## config.mk

```make
export PLATFORM = sky130hd
export DESIGN_NAME = main_function_a_loader_flat
export DESIGN_NICKNAME = d
export VERILOG_FILES = /design/src/rtl/main_function_a_loader_if.sv /design/src/rtl/main_function_a_loader.sv /design/src/flat_wrapper.sv
export SDC_FILE = /design/constraint.sdc
export NUM_CORES = 1
export LEC_CHECK = 0
export BUFFER_PORTS_ARGS = -buffer_cell sky130_fd_sc_hd__buf_2
export CAP_MARGIN = 20
export CORE_ASPECT_RATIO = 0.9
export CORE_UTILIZATION = 60
export CTS_CLUSTER_SIZE = 40
export DETAILED_ROUTE_END_ITERATION = 8
export GPL_TIMING_DRIVEN = 0
export PLACE_DENSITY = 0.87
export SETUP_SLACK_MARGIN = 0.1
export SLEW_MARGIN = 20
export SYNTH_ARGS = -nofsm -noshare
export SYNTH_HDL_FRONTEND = slang
export SYNTH_SLANG_ARGS = --single-unit
```

## constraint.sdc

```tcl
create_clock -name ap_clk -period 6.4 [get_ports ap_clk]
set_input_delay 1.92 -clock ap_clk [delete_from_list [all_inputs] [get_ports ap_clk]]
set_output_delay 1.92 -clock ap_clk [all_outputs]
set_load 0.005 [all_outputs]
```

## src/rtl/main_function_a_loader_if.sv

```systemverilog
// Stream-in, BRAM-style read port and ap_start/ap_ready bundle for the A loader.
// master: upstream source plus main_function read side; slave: the loader itself.
interface main_function_a_loader_if #(
  parameter int DATA_WIDTH = 32,
  parameter int ADDR_WIDTH = 3
);
  logic [DATA_WIDTH-1:0] s_data;
  logic                  s_valid;
  logic                  s_ready;
  logic [ADDR_WIDTH-1:0] A_address0;
  logic                  A_ce0;
  logic [DATA_WIDTH-1:0] A_q0;
  logic                  ap_start;
  logic                  ap_ready;

  modport master (
    output s_data, s_valid, A_address0, A_ce0, ap_ready,
    input  s_ready, A_q0, ap_start
  );

  modport slave (
    input  s_data, s_valid, A_address0, A_ce0, ap_ready,
    output s_ready, A_q0, ap_start
  );
endinterface

```

## src/rtl/main_function_a_loader.sv

```systemverilog
// Ping-pong frame loader: packs DEPTH stream words per bank and serves the full bank to main_function.
// Latency: ap_start the cycle after the last word of a frame; A_q0 one cycle after A_ce0.
// Backpressure: s_ready drops only while both banks hold unreleased frames.
// Optional frames_loaded counter: define MAIN_FUNCTION_A_LOADER_STATS_EN.
module main_function_a_loader #(
  parameter int DATA_WIDTH = 32,
  parameter int DEPTH      = 5,
  parameter int ADDR_WIDTH = 3
) (
  input  logic                    ap_clk,
  input  logic                    ap_rst_n,
`ifdef MAIN_FUNCTION_A_LOADER_STATS_EN
  output logic [15:0]             frames_loaded,
`endif
  main_function_a_loader_if.slave bus
);

  // Frame storage; contents are deliberately not reset.
  logic [DATA_WIDTH-1:0] mem_q [0:1][0:DEPTH-1];

  logic                  wr_bank_q, wr_bank_d;
  logic [ADDR_WIDTH-1:0] wr_addr_q, wr_addr_d;
  logic                  rd_bank_q, rd_bank_d;
  logic [1:0]            full_q,    full_d;
  logic [DATA_WIDTH-1:0] a_q0_q;

  logic                  wr_fire;
  logic                  wr_last;
  logic                  rel_fire;
  logic                  addr_ok;
  logic [DATA_WIDTH-1:0] rd_word;

  // Both handshake outputs come straight from the flag register so reset clears them at once.
  assign bus.s_ready  = ~full_q[wr_bank_q];
  assign bus.ap_start = full_q[rd_bank_q];
  assign bus.A_q0     = a_q0_q;

  assign wr_fire  = bus.s_valid & ~full_q[wr_bank_q];
  assign wr_last  = (wr_addr_q == ADDR_WIDTH'(DEPTH - 1));
  assign rel_fire = full_q[rd_bank_q] & bus.ap_ready;
  assign addr_ok  = (32'(bus.A_address0) < 32'(DEPTH));
  assign rd_word  = addr_ok ? mem_q[rd_bank_q][bus.A_address0] : '0;

  // Next-state for the bank pointers and full flags; fill and release may land together.
  always_comb begin
    wr_bank_d = wr_bank_q;
    wr_addr_d = wr_addr_q;
    rd_bank_d = rd_bank_q;
    full_d    = full_q;
    if (wr_fire) begin
      if (wr_last) begin
        wr_addr_d         = '0;
        full_d[wr_bank_q] = 1'b1;
        wr_bank_d         = ~wr_bank_q;
      end else begin
        wr_addr_d = wr_addr_q + ADDR_WIDTH'(1);
      end
    end
    // A release always targets the other flag than a same-cycle fill, so no ordering hazard.
    if (rel_fire) begin
      full_d[rd_bank_q] = 1'b0;
      rd_bank_d         = ~rd_bank_q;
    end
  end

  // Control state; reset discards any partial or pending frame.
  always_ff @(posedge ap_clk or negedge ap_rst_n) begin
    if (!ap_rst_n) begin
      wr_bank_q <= 1'b0;
      wr_addr_q <= '0;
      rd_bank_q <= 1'b0;
      full_q    <= 2'b00;
    end else begin
      wr_bank_q <= wr_bank_d;
      wr_addr_q <= wr_addr_d;
      rd_bank_q <= rd_bank_d;
      full_q    <= full_d;
    end
  end

  // Accepted words land in the current write bank.
  always_ff @(posedge ap_clk) begin
    if (wr_fire) begin
      mem_q[wr_bank_q][wr_addr_q] <= bus.s_data;
    end
  end

  // Registered read port; holds when A_ce0 is low, out-of-range addresses read as zero.
  always_ff @(posedge ap_clk or negedge ap_rst_n) begin
    if (!ap_rst_n) begin
      a_q0_q <= '0;
    end else if (bus.A_ce0) begin
      a_q0_q <= rd_word;
    end
  end

`ifdef MAIN_FUNCTION_A_LOADER_STATS_EN
  logic [15:0] frames_q;

  // Count completed bank fills, wrapping naturally at 16 bits.
  always_ff @(posedge ap_clk or negedge ap_rst_n) begin
    if (!ap_rst_n) begin
      frames_q <= '0;
    end else if (wr_fire && wr_last) begin
      frames_q <= frames_q + 16'd1;
    end
  end

  assign frames_loaded = frames_q;
`endif

endmodule

```

## src/flat_wrapper.sv

```systemverilog
// flat-port wrapper written by rule: the top's interface ports become plain ports
module main_function_a_loader_flat 
#(
  parameter int DATA_WIDTH = 32,
  parameter int DEPTH      = 5,
  parameter int ADDR_WIDTH = 3
)
  (ap_clk, ap_rst_n, bus_s_data, bus_s_valid, bus_A_address0, bus_A_ce0, bus_ap_ready, bus_s_ready, bus_A_q0, bus_ap_start);
  main_function_a_loader_if #(.DATA_WIDTH(DATA_WIDTH), .ADDR_WIDTH(ADDR_WIDTH)) bus_i ();
  input  logic ap_clk;
  input  logic ap_rst_n;
  input wire logic [$bits(bus_i.s_data)-1:0] bus_s_data;
  input wire logic [$bits(bus_i.s_valid)-1:0] bus_s_valid;
  input wire logic [$bits(bus_i.A_address0)-1:0] bus_A_address0;
  input wire logic [$bits(bus_i.A_ce0)-1:0] bus_A_ce0;
  input wire logic [$bits(bus_i.ap_ready)-1:0] bus_ap_ready;
  output wire logic [$bits(bus_i.s_ready)-1:0] bus_s_ready;
  output wire logic [$bits(bus_i.A_q0)-1:0] bus_A_q0;
  output wire logic [$bits(bus_i.ap_start)-1:0] bus_ap_start;
  assign bus_i.s_data = bus_s_data;
  assign bus_i.s_valid = bus_s_valid;
  assign bus_i.A_address0 = bus_A_address0;
  assign bus_i.A_ce0 = bus_A_ce0;
  assign bus_i.ap_ready = bus_ap_ready;
  assign bus_s_ready = bus_i.s_ready;
  assign bus_A_q0 = bus_i.A_q0;
  assign bus_ap_start = bus_i.ap_start;
  main_function_a_loader #(.DATA_WIDTH(DATA_WIDTH), .DEPTH(DEPTH), .ADDR_WIDTH(ADDR_WIDTH)) u_core (.ap_clk(ap_clk), .ap_rst_n(ap_rst_n), .bus(bus_i));
endmodule
```

==> summary.txt, run 1 <==
Setup path
  • FF-to-FF Start: u_core.wr_bank_q
  • Worst EP arrival: 2.06 ns
  • Critical path origin: u_core.rd_bank_q
  • CP peak stage delay: 0.38 ns
  • Buf/Inv on CP: 4
  • Crit path top cell by count: buf_2
  • CP max FO: 10
  • Worst path cell trace: buf_6 -> buf_8 -> buf_2 -> mux2_2 -> buf_2
  • Req. time, crit path: 4.48 ns
  • Slowest stage cell, crit path: dfrtp_1
  • Type of the worst setup path: register to primary output
  • Critical Path Start Type: register
  • CP endpoint kind: primary output
  • Crit-path leading delay family: buffers and inverters

Placed design
  • # port buffers: 71
  • Cell count after placement: 1130
  • Pre-CTS setup slack: 2.16 ns
  • Placer Congestion: 0.772
  • Detailed Place HPWL: 19.2 mm

Synth
  • Count leader, synth: edfxtp_1
  • Syn_nets: 779
  • Synth top area share: 68.8%
  • Async SR Flop Fraction: 10.9%
  • Yosys top cell by area: edfxtp_1
  • Post-Synth Adder-Cell Area: 0.179%
  • Syn_area_per_cell: 19.0 µm²
  • Largest family of logic cells by synthesized area: multiplexers
  • Post-Synth Simple-Gate Area: 4.60%
  • Synth Instances: 737
  • #FFs+latches synth: 359
  • Synth Area in Compound Gates: 3.95%
  • Xor/xnor share of the synthesized area: 0%
  • Netlist cell types: 38
  • Most frequent cells after synthesis: edfxtp_1, mux2_2, mux2_1
  • Post-synth EDFFs: 320
  • Mapped Area: 14000 µm²
  • Sequential area share after synthesis: 75.8%
  • Ys flop type: edfxtp_1
  • Top cells by area, synth: edfxtp_1, dfrtp_1, mux4_2, mux2_2, mux2_1
  • Post-synthesis mux area share: 13.2%
  • Yosys Warn Count: 0

Timing
  • Worst hold slack: 0.517 ns
  • Slew Limit Fails: 0
  • Worst-margin pin slew: 0.855 ns
  • RSZ-0062 raised after global routing: false
  • Final hold vios: 0
  • Clock Skew: 0.0167 ns
  • Tmin final: 3.98 ns
  • Fmax: 0.251 GHz
  • Final setup vio count: 0
  • Final setup margin: 2.42 ns
  • Worst slew margin: 42.7%
  • Period Utilization, post-route: 62.2%

Detailed routing
  • Pre-Repair DR Iteration Count: 5
  • Routed wire length: 31.4 mm
  • DRC viols: 0
  • ANT nets after route: 0
  • Drt wl/cell: 26.3 µm
  • Routed vias: 7771
  • Via/cell ratio: 6.51
  • DRT iter0 DRCs: 801

Layout
  • Nets: 912
  • Area Growth Syn to Fin: 16.2%
  • Ratio of cells with drive above 1 in the final layout: 30.2%
  • Fill cells: 1299
  • Fin cells: 1193

CTS
  • H-tree Lvls: 2
  • CTS tree: built
  • Inserted Clock Buffers: 35
  • Clk sinks: 359
  • Worst-Skew Late Latency: 0.51 ns
  • Max clock buf depth: 3
  • Post-CTS setup buffer count: 0
  • Hold Buf Count CTS: 0
  • Worst-path clk slew: 0.06 ns
  • CTS resizes: 0
  • Clk root buf: clkbuf_16

Floorplan
  • Row count: 52
  • I/O pin cnt: 74
  • Die area: 23900 µm²
  • Core area: 22600 µm²
  • DIE WIDTH: 163 µm
  • Die height: 147 µm
  • Initial Util: 61.7%

GRT
  • Total gr overflow: 0
  • Vias in the first global route: 8045
  • Pin count of the biggest net entering global routing: 40
  • First-pass GRT wire length: 47.6 mm
  • Initial antenna violation count: 1
  • GR Util All Layers: 27.4%

Power and ir drop
  • Power Density: 379 nW/µm²
  • P_leak: 5.58 nW
  • VDD IR-drop max: 0.000288 V

Hold path
  • HP Start: u_core.bus.A_q0[15]
  • Hold Path Class: register to register

Run
  • Max Cap Violations: 0

Outcome
  • Status: finished, final reports clean
[final cells by class]
cell class | count | area (µm²) | share of cell area, %
Buffer | 44 | 307 | 1.89
Clock buffer | 47 | 1020 | 6.31
Multi-Input combinational cell | 332 | 3110 | 19.2
Clock inverter | 15 | 146 | 0.902
Tap cell | 297 | 372 | 2.29
Sequential cell | 359 | 10600 | 65.2
Timing Repair Buffer | 96 | 671 | 4.13
Inverter | 2 | 7.51 | 0.0463
Antenna cell | 1 | 2.50 | 0.0154
[worst min-delay path, stage by stage, from the launching register on]
cell and delay, ns:
dfrtp_1 0.34, nand2b_1 0.06, o311ai_1 0.08
[sequential cells by signal, summed over array words and instances (netlist names)]
| name | cells |
|---|---|
| u_core.mem_q | 320 |
| u_core.bus.A_q0 | 32 |
| u_core.wr_addr_q | 3 |
| u_core.full_q | 2 |
| u_core.rd_bank_q | 1 |
| u_core.wr_bank_q | 1 |
[kinds of logic (layout without fill, tap and decap cells)]
| kind of cell | count (synthesis) | in the layout |
|---|---|---|
| mux | 132 | 132 |
| simple gates | 126 | 126 |
| flops | 359 | 359 |
| buf+inv | 46 | 204 |
| other cells | 0 | 1 |
| fa+ha+maj | 2 | 2 |
| compound gates | 72 | 72 |
[layout by cell type, fill, tap and decap left out, types with 3 or more instances in the layout]
master	n
dfrtp_1	39
nand3_1	34
buf_6	7
mux2_2	54
clkinv_1	8
buf_16	5
nand2_1	7
clkbuf_16	37
bufinv_16	3
o22ai_1	32
nor2_1	36
buf_2	88
nand2b_1	35
mux4_2	32
mux2_1	44
buf_12	4
clkbuf_8	6
edfxtp_1	320
o311ai_1	30
clkbuf_1	22
buf_8	6
buf_4	10
[metal layers]
layer	global-route usage (%)	up-vias	share of wire, %
met2	45.3	502	50
met3	4.66	78	9.3
met4	10.7	0	2.7
met1	36.8	3974	38
li1	-	3217	-
met5	0	-	0
[stage by stage]
step	utilization [%]	TNS, ns	power, W	area [µm²]
4_1_cts	71.6	0	0.00616	16200
2_1_floorplan	-	0	0.00369	14000
3_5_place_dp	66.5	0	0.00409	15100
3_3_place_gp	64.9	-149.64	0.00399	14700
6_report	71.7	0	0.00614	16200
5_1_grt	71.6	0	0.00633	16200
[worst paths after layout]
| kind | endpoint | slack (ns) | cells after the start |
|---|---|---|---|
| max | bus_ap_start | 2.42 | 5 |
| max in group asynchronous | u_core.bus.A_q0[8] | 4.48 | 1 |
| min reg2reg | u_core.bus.A_q0[15] | 0.52 | 2 |
| min | u_core.bus.A_q0[15] | 0.52 | 2 |
| max reg2reg | u_core.mem_q[0][112] | 3.24 | 8 |
| min in group asynchronous | u_core.bus.A_q0[25] | 1.45 | 1 |
[where the power goes]
part	switching (W)	internal [W]	total, W
clock	0.000839	0.00124	0.00208
combinational	0.000628	0.000536	0.00116
sequential	0.0000923	0.00281	0.00290
total	0.00156	0.00459	0.00614
Note: power is estimated with default switching activity, not from simulation.
==> run 2: changes to the inputs <==
==> constraint.sdc (replaced) <==
create_clock -name ap_clk -period 3.8 [get_ports ap_clk]
set_input_delay 1.14 -clock ap_clk [delete_from_list [all_inputs] [get_ports ap_clk]]
set_output_delay 1.14 -clock ap_clk [all_outputs]
set_load 0.005 [all_outputs]
==> summary.txt, run 2 (synthesis results as in run 1) <==
CTS
  • Worst-Skew Late Latency: 0.51 ns (about the same)
  • Clk root buf: clkbuf_16
  • Hold Buf Count CTS: 0 (unchanged)
  • Post-CTS setup buffer count: 0 (unchanged)
  • Max clock buf depth: 3 (unchanged)
  • Inserted Clock Buffers: 35 (unchanged)
  • CTS resizes: 0 (unchanged)
  • H-tree Lvls: 2 (unchanged)
  • CTS tree: built
  • Worst-path clk slew: 0.06 ns (about the same)
  • Clk sinks: 359 (unchanged)

Timing
  • Fmax: 0.308 GHz
  • Final hold vios: 0 (unchanged)
  • RSZ-0062 raised after global routing: false
  • Final setup vio count: 0 (unchanged)
  • Period Utilization, post-route: 85.5%
  • Worst hold slack: 0.511 ns (-0.00609 ns)
  • Slew Limit Fails: 0 (unchanged)
  • Clock Skew: 0.00983 ns (-0.00691 ns)
  • Worst slew margin: 42.0% (-0.70 points)
  • Setup_tns: 0 ns (unchanged)
  • Tmin final: 3.25 ns
  • Worst-margin pin slew: 0.866 ns (+0.0105 ns)

Power and ir drop
  • VDD IR-drop max: 0.000493 V (+71%)
  • Power Density: 638 nW/µm² (+68%)
  • P_leak: 5.56 nW (-0.36%)
  • Pwr Total: 0.0103 W (+68%)

Setup path
  • Critical path origin: u_core.rd_bank_q
  • Critical Path Start Type: register
  • CP peak stage delay: 0.39 ns (about the same)
  • CP endpoint: bus_ap_start
  • Worst r2r dst: u_core.mem_q[1][117]
  • Req. time, crit path: 2.66 ns (-1.82 ns)
  • R2R depth: 6 (-2)
  • CP max FO: 10 (unchanged)
  • Reg2reg setup slack: 1.02 ns (-2.22 ns)
  • Type of the worst setup path: register to primary output
  • Slowest stage cell, crit path: dfrtp_1
  • Worst path cell trace: buf_6 -> buf_8 -> buf_2 -> mux2_2 -> buf_2
  • Crit path top cell by count: buf_2
  • FF-to-FF Start: u_core.wr_bank_q
  • Worst EP arrival: 2.11 ns (+0.05 ns)
  • CP endpoint kind: primary output

GRT
  • GR Util All Layers: 27.9% (+0.47 points)
  • Initial antenna violation count: 1 (unchanged)
  • First-pass GRT wire length: 48.4 mm (+1.8%)
  • Pin count of the biggest net entering global routing: 25 (-38%)
  • Total gr overflow: 0 (unchanged)
  • Vias in the first global route: 8160 (+1.4%)

Layout
  • Ratio of cells with drive above 1 in the final layout: 29.9% (-0.23 points)
  • FF/Latch Area: 10600 µm² (unchanged)
  • Nets: 908 (-0.44%)
  • Design area: 16200 µm² (-0.13%)
  • Diodes inserted: 0 (-1)
  • Area Growth Syn to Fin: 16.0%
  • Area occupied by multi-input gates: 3120 µm² (+0.48%)
  • Max reg flops: 320 (unchanged)
  • Commonest non-fill, non-tap cells in the layout: edfxtp_1, buf_2, mux2_2
  • Fill cells: 1290 (-0.69%)
  • Top reg by flops: u_core.mem_q
  • Most common cell after layout, fill and taps aside: edfxtp_1

Detailed routing
  • Routed vias: 7740 (-0.40%)
  • Routed wire length: 31.8 mm (+1.2%)
  • DRC viols: 0 (unchanged)
  • Via/cell ratio: 6.51 (about the same)
  • ANT nets after route: 0 (unchanged)
  • Pre-Repair DR Iteration Count: 5 (unchanged)
  • DRT iter0 DRCs: 865 (+8.0%)
  • Drt wl/cell: 26.7 µm (+1.5%)

Placed design
  • Placer Congestion: 0.777 (+0.63%)
  • # port buffers: 71 (unchanged)
  • Detailed Place HPWL: 19.5 mm (+1.6%)
  • Dpl cell area: 15000 µm² (about the same)

Hold path
  • Hold Path Class: register to register

Floorplan
  • Row count: 52 (unchanged)
  • I/O pin cnt: 74 (unchanged)
  • Initial Util: 61.7% (unchanged)
  • Die height: 147 µm (unchanged)
  • DIE WIDTH: 163 µm (unchanged)
  • Die area: 23900 µm² (unchanged)
  • Core area: 22600 µm² (unchanged)

Outcome
  • Status: finished, final reports clean

Run
  • Max Cap Violations: 0 (unchanged)
-- run 2: per-layer routing --
metal  wire length (µm)  track usage (%)
met1              12000             37.7
met2              16100             46.2
met3               2810             5.00
met4                829             9.58
met5                  0                0
-- run 2: final cells by class --
| type | count | share of cell area (%) |
|---|---|---|
| plain buffers | 44 | 1.89 |
| clock buffers | 46 | 6.17 |
| clock inverters | 17 | 0.950 |
| inverters | 2 | 0.0463 |
| multi-input cells | 332 | 19.3 |
| flip-flops and latches | 359 | 65.3 |
| well taps | 297 | 2.29 |
| repair buffers | 92 | 4.03 |
-- run 2: worst max-delay path: cells and delay by family, from the launching register on --
kind	cells	cell delay (ns)
buffers and inverters	4	0.81
flip-flops	1	0.39
multiplexers	1	0.38
-- run 2: worst min-delay path by stage --
stage | start | endpoint | cells after the start
global placement | u_core.bus.A_q0[5] | u_core.bus.A_q0[5] | 2
floorplan | u_core.bus.A_q0[9] | u_core.bus.A_q0[9] | 2
global route | u_core.bus.A_q0[25] | u_core.bus.A_q0[25] | 2
finish | u_core.bus.A_q0[6] | u_core.bus.A_q0[6] | 2
detailed placement | u_core.bus.A_q0[6] | u_core.bus.A_q0[6] | 2
CTS | u_core.bus.A_q0[6] | u_core.bus.A_q0[6] | 2
-- run 2: stage by stage --
stage,instances,worst slack [ns],utilization [%]
after detailed placement,1126,0.678,66.5
after global routing,1189,0.469,71.6
after floorplan,737,-0.192,-
final,1189,0.552,71.6
after global placement,1105,-2.44,64.9
after CTS,1189,0.549,71.6
-- run 2: where the power goes --
part	total [W]	switching (W)	internal, W	leakage [nW]
logic	0.00197	0.00106	0.000904	1.61
registers	0.00490	0.000167	0.00473	3.38
clock network	0.00346	0.00141	0.00205	0.568
==> run 3: changes to the inputs <==
--- a/config.mk
+++ b/config.mk
@@ -8,11 +8,11 @@
 export BUFFER_PORTS_ARGS = -buffer_cell sky130_fd_sc_hd__buf_2
 export CAP_MARGIN = 20
 export CORE_ASPECT_RATIO = 0.9
-export CORE_UTILIZATION = 60
+export CORE_UTILIZATION = 61
 export CTS_CLUSTER_SIZE = 40
 export DETAILED_ROUTE_END_ITERATION = 8
 export GPL_TIMING_DRIVEN = 0
-export PLACE_DENSITY = 0.87
+export PLACE_DENSITY = 0.83
 export SETUP_SLACK_MARGIN = 0.1
 export SLEW_MARGIN = 20
 export SYNTH_ARGS = -nofsm -noshare
==> summary.txt, run 3 (synthesis results as in run 1) <==
Outcome
  • Status: finished, final reports clean

CTS
  • Post-CTS setup buffer count: 0 (unchanged)
  • CTS tree: built
  • Worst-Skew Late Latency: 0.52 ns (about the same)
  • H-tree Lvls: 2 (unchanged)
  • Clk sinks: 359 (unchanged)
  • Worst-path clk slew: 0.06 ns (about the same)
  • Clk root buf: clkbuf_16
  • Inserted Clock Buffers: 36 (+2.9%)
  • Max clock buf depth: 3 (unchanged)
  • Hold Buf Count CTS: 0 (unchanged)
  • CTS resizes: 0 (unchanged)

Setup path
  • CP max FO: 10 (unchanged)
  • Type of the worst setup path: register to primary output
  • R2R depth: 5 (-1)
  • Worst r2r dst: u_core.mem_q[0][121]
  • FF-to-FF Start: u_core.wr_bank_q
  • Crit path top cell by count: buf_2
  • Reg2reg setup slack: 1.15 ns (+0.13 ns)
  • Slowest stage cell, crit path: dfrtp_1
  • Critical Path Start Type: register
  • Req. time, crit path: 2.66 ns (about the same)
  • Buf/Inv on CP: 4 (unchanged)
  • CP endpoint kind: primary output
  • Worst EP arrival: 2.09 ns (-0.02 ns)
  • CP peak stage delay: 0.40 ns (about the same)
  • Worst path cell trace: buf_6 -> buf_8 -> buf_2 -> mux2_2 -> buf_2
  • Crit-path leading delay family: buffers and inverters

Timing
  • Worst slew margin: 42.0% (about the same)
  • Worst-margin pin slew: 0.866 ns (-0.0000384 ns)
  • Worst hold slack: 0.512 ns (+0.000831 ns)
  • Final setup vio count: 0 (unchanged)
  • Slew Limit Fails: 0 (unchanged)
  • Final hold vios: 0 (unchanged)
  • Period Utilization, post-route: 85.1% (-0.42 points)
  • Clock Skew: 0.0156 ns (+0.00574 ns)
  • RSZ-0062 raised after global routing: false
  • Fmax: 0.309 GHz (+0.50%)
  • Setup_tns: 0 ns (unchanged)
  • Tmin final: 3.23 ns (-0.0160 ns)

Detailed routing
  • Routed wl met2: 15.4 mm (-4.4%)
  • Routed wire length: 31.1 mm (-2.2%)
  • Via/cell ratio: 6.40 (-1.6%)
  • Met3 wire length: 2.81 mm (about the same)
  • Routed vias: 7621 (-1.5%)
  • Pre-Repair DR Iteration Count: 5 (unchanged)
  • Met1 Routed Length: 11.9 mm (-0.81%)
  • DRT iter0 DRCs: 853 (-1.4%)
  • ANT nets after route: 0 (unchanged)
  • DRC viols: 0 (unchanged)
  • Highest Signal Layer: met4
  • Drt wl/cell: 26.1 µm (-2.3%)

GRT
  • Initial antenna violation count: 0 (-1)
  • GR Util All Layers: 27.3% (-0.58 points)
  • Total gr overflow: 0 (unchanged)
  • First-pass GRT wire length: 46.9 mm (-3.2%)
  • Vias in the first global route: 7825 (-4.1%)
  • Pin count of the biggest net entering global routing: 40 (+60%)

Layout
  • Commonest non-fill, non-tap cells in the layout: edfxtp_1, buf_2, mux2_2
  • Max reg flops: 320 (unchanged)
  • Top reg by flops: u_core.mem_q
  • Most common cell after layout, fill and taps aside: edfxtp_1
  • Area Growth Syn to Fin: 15.3%
  • Nets: 907 (-0.11%)
  • Diodes inserted: 0 (unchanged)
  • Design area: 16100 µm² (-0.59%)
  • Ratio of cells with drive above 1 in the final layout: 29.8% (-0.15 points)

Hold path
  • Hold Path Class: register to register
  • Worst Hold Depth: 2 (unchanged)
  • Worst Hold Path EP: u_core.bus.A_q0[4]
  • HP Start: u_core.bus.A_q0[4]

Floorplan
  • Core area: 22400 µm² (-0.86%)
  • I/O pin cnt: 74 (unchanged)
  • DIE WIDTH: 162 µm (-0.81%)
  • Die area: 23500 µm² (-1.6%)
  • Row count: 52 (unchanged)
  • Initial Util: 62.2% (+0.54 points)
  • Die height: 146 µm (-0.81%)

Power and ir drop
  • Pwr Total: 0.0101 W (-1.9%)
  • Power Density: 629 nW/µm² (-1.3%)
  • P_leak: 5.52 nW (-0.76%)
  • VDD IR-drop max: 0.000380 V (-23%)

Placed design
  • Detailed Place HPWL: 18.7 mm (-4.4%)
  • Dpl cell area: 15000 µm² (-0.27%)
  • Placer Congestion: 0.758 (-2.5%)
  • # port buffers: 71 (unchanged)

Run
  • Max Cap Violations: 0 (unchanged)
==> run 3: cell count changes in the layout (fill, tap and decap cells not counted) <==
| cell | before | now |
|---|---|---|
| clkbuf_1 | 23 | 27 |
| buf_16 | 3 | 2 |
| buf_6 | 9 | 5 |
| clkinv_1 | 7 | 5 |
| clkinv_2 | 6 | 8 |
| bufinv_16 | 3 | 0 |
| inv_6 | 0 | 2 |
| buf_2 | 85 | 84 |
| buf_8 | 6 | 7 |
| buf_4 | 6 | 9 |
==> run 3: area by class of cell <==
class,count,area (µm²)
multi-input combinational,332,3120
inverter,2,7.51
buffer,44,307
clock inverter,16,83.8
fill,1287,6340
sequential,359,10600
timing repair buffer,90,613
tap,297,372
clock buffer,50,1010
==> run 3: metrics by stage <==
stage	util [%]	worst slack (ns)	cells
after floorplan	-	-0.192	737
after global placement	65.5	-2.37	1105
after detailed placement	66.9	0.817	1124
after CTS	71.8	0.555	1190
after global routing	71.8	0.524	1190
final	71.8	0.568	1190
==> run 3: power breakdown <==
| part | internal [W] | total (W) | switching, W |
|---|---|---|---|
| sequential | 0.00473 | 0.00489 | 0.000163 |
| clock | 0.00187 | 0.00330 | 0.00142 |
| combinational | 0.000893 | 0.00195 | 0.00105 |
| total | 0.00750 | 0.0101 | 0.00264 |
==> run 3: worst max path at each step <==
stage	startpoint	end	slack (ns)	cells past startpoint
after floorplan	bus_s_valid	u_core.mem_q[1][64]	-0.19	2
after global placement	bus_s_valid	u_core.mem_q[0][80]	-2.37	3
after detailed placement	bus_s_valid	u_core.mem_q[0][111]	0.82	4
after CTS	u_core.rd_bank_q	bus_ap_start	0.55	5
after global routing	u_core.rd_bank_q	bus_ap_start	0.52	5
final	u_core.rd_bank_q	bus_ap_start	0.57	5
==> run 3: worst reg2reg max path: stages, from the launching register on <==
cell	delay (ns)
dfrtp_1	0.31
buf_2	0.22
mux2i_2	0.34
nand3_1	0.37
nor4_4	0.72
buf_4	0.36
==> run 3: layer usage <==
layer / global-route usage (%) / vias up
li1: - / 3212
met1: 37.5 / 3853
met2: 44.2 / 476
met3: 5.30 / 80
met4: 9.72 / 0
met5: 0 / -
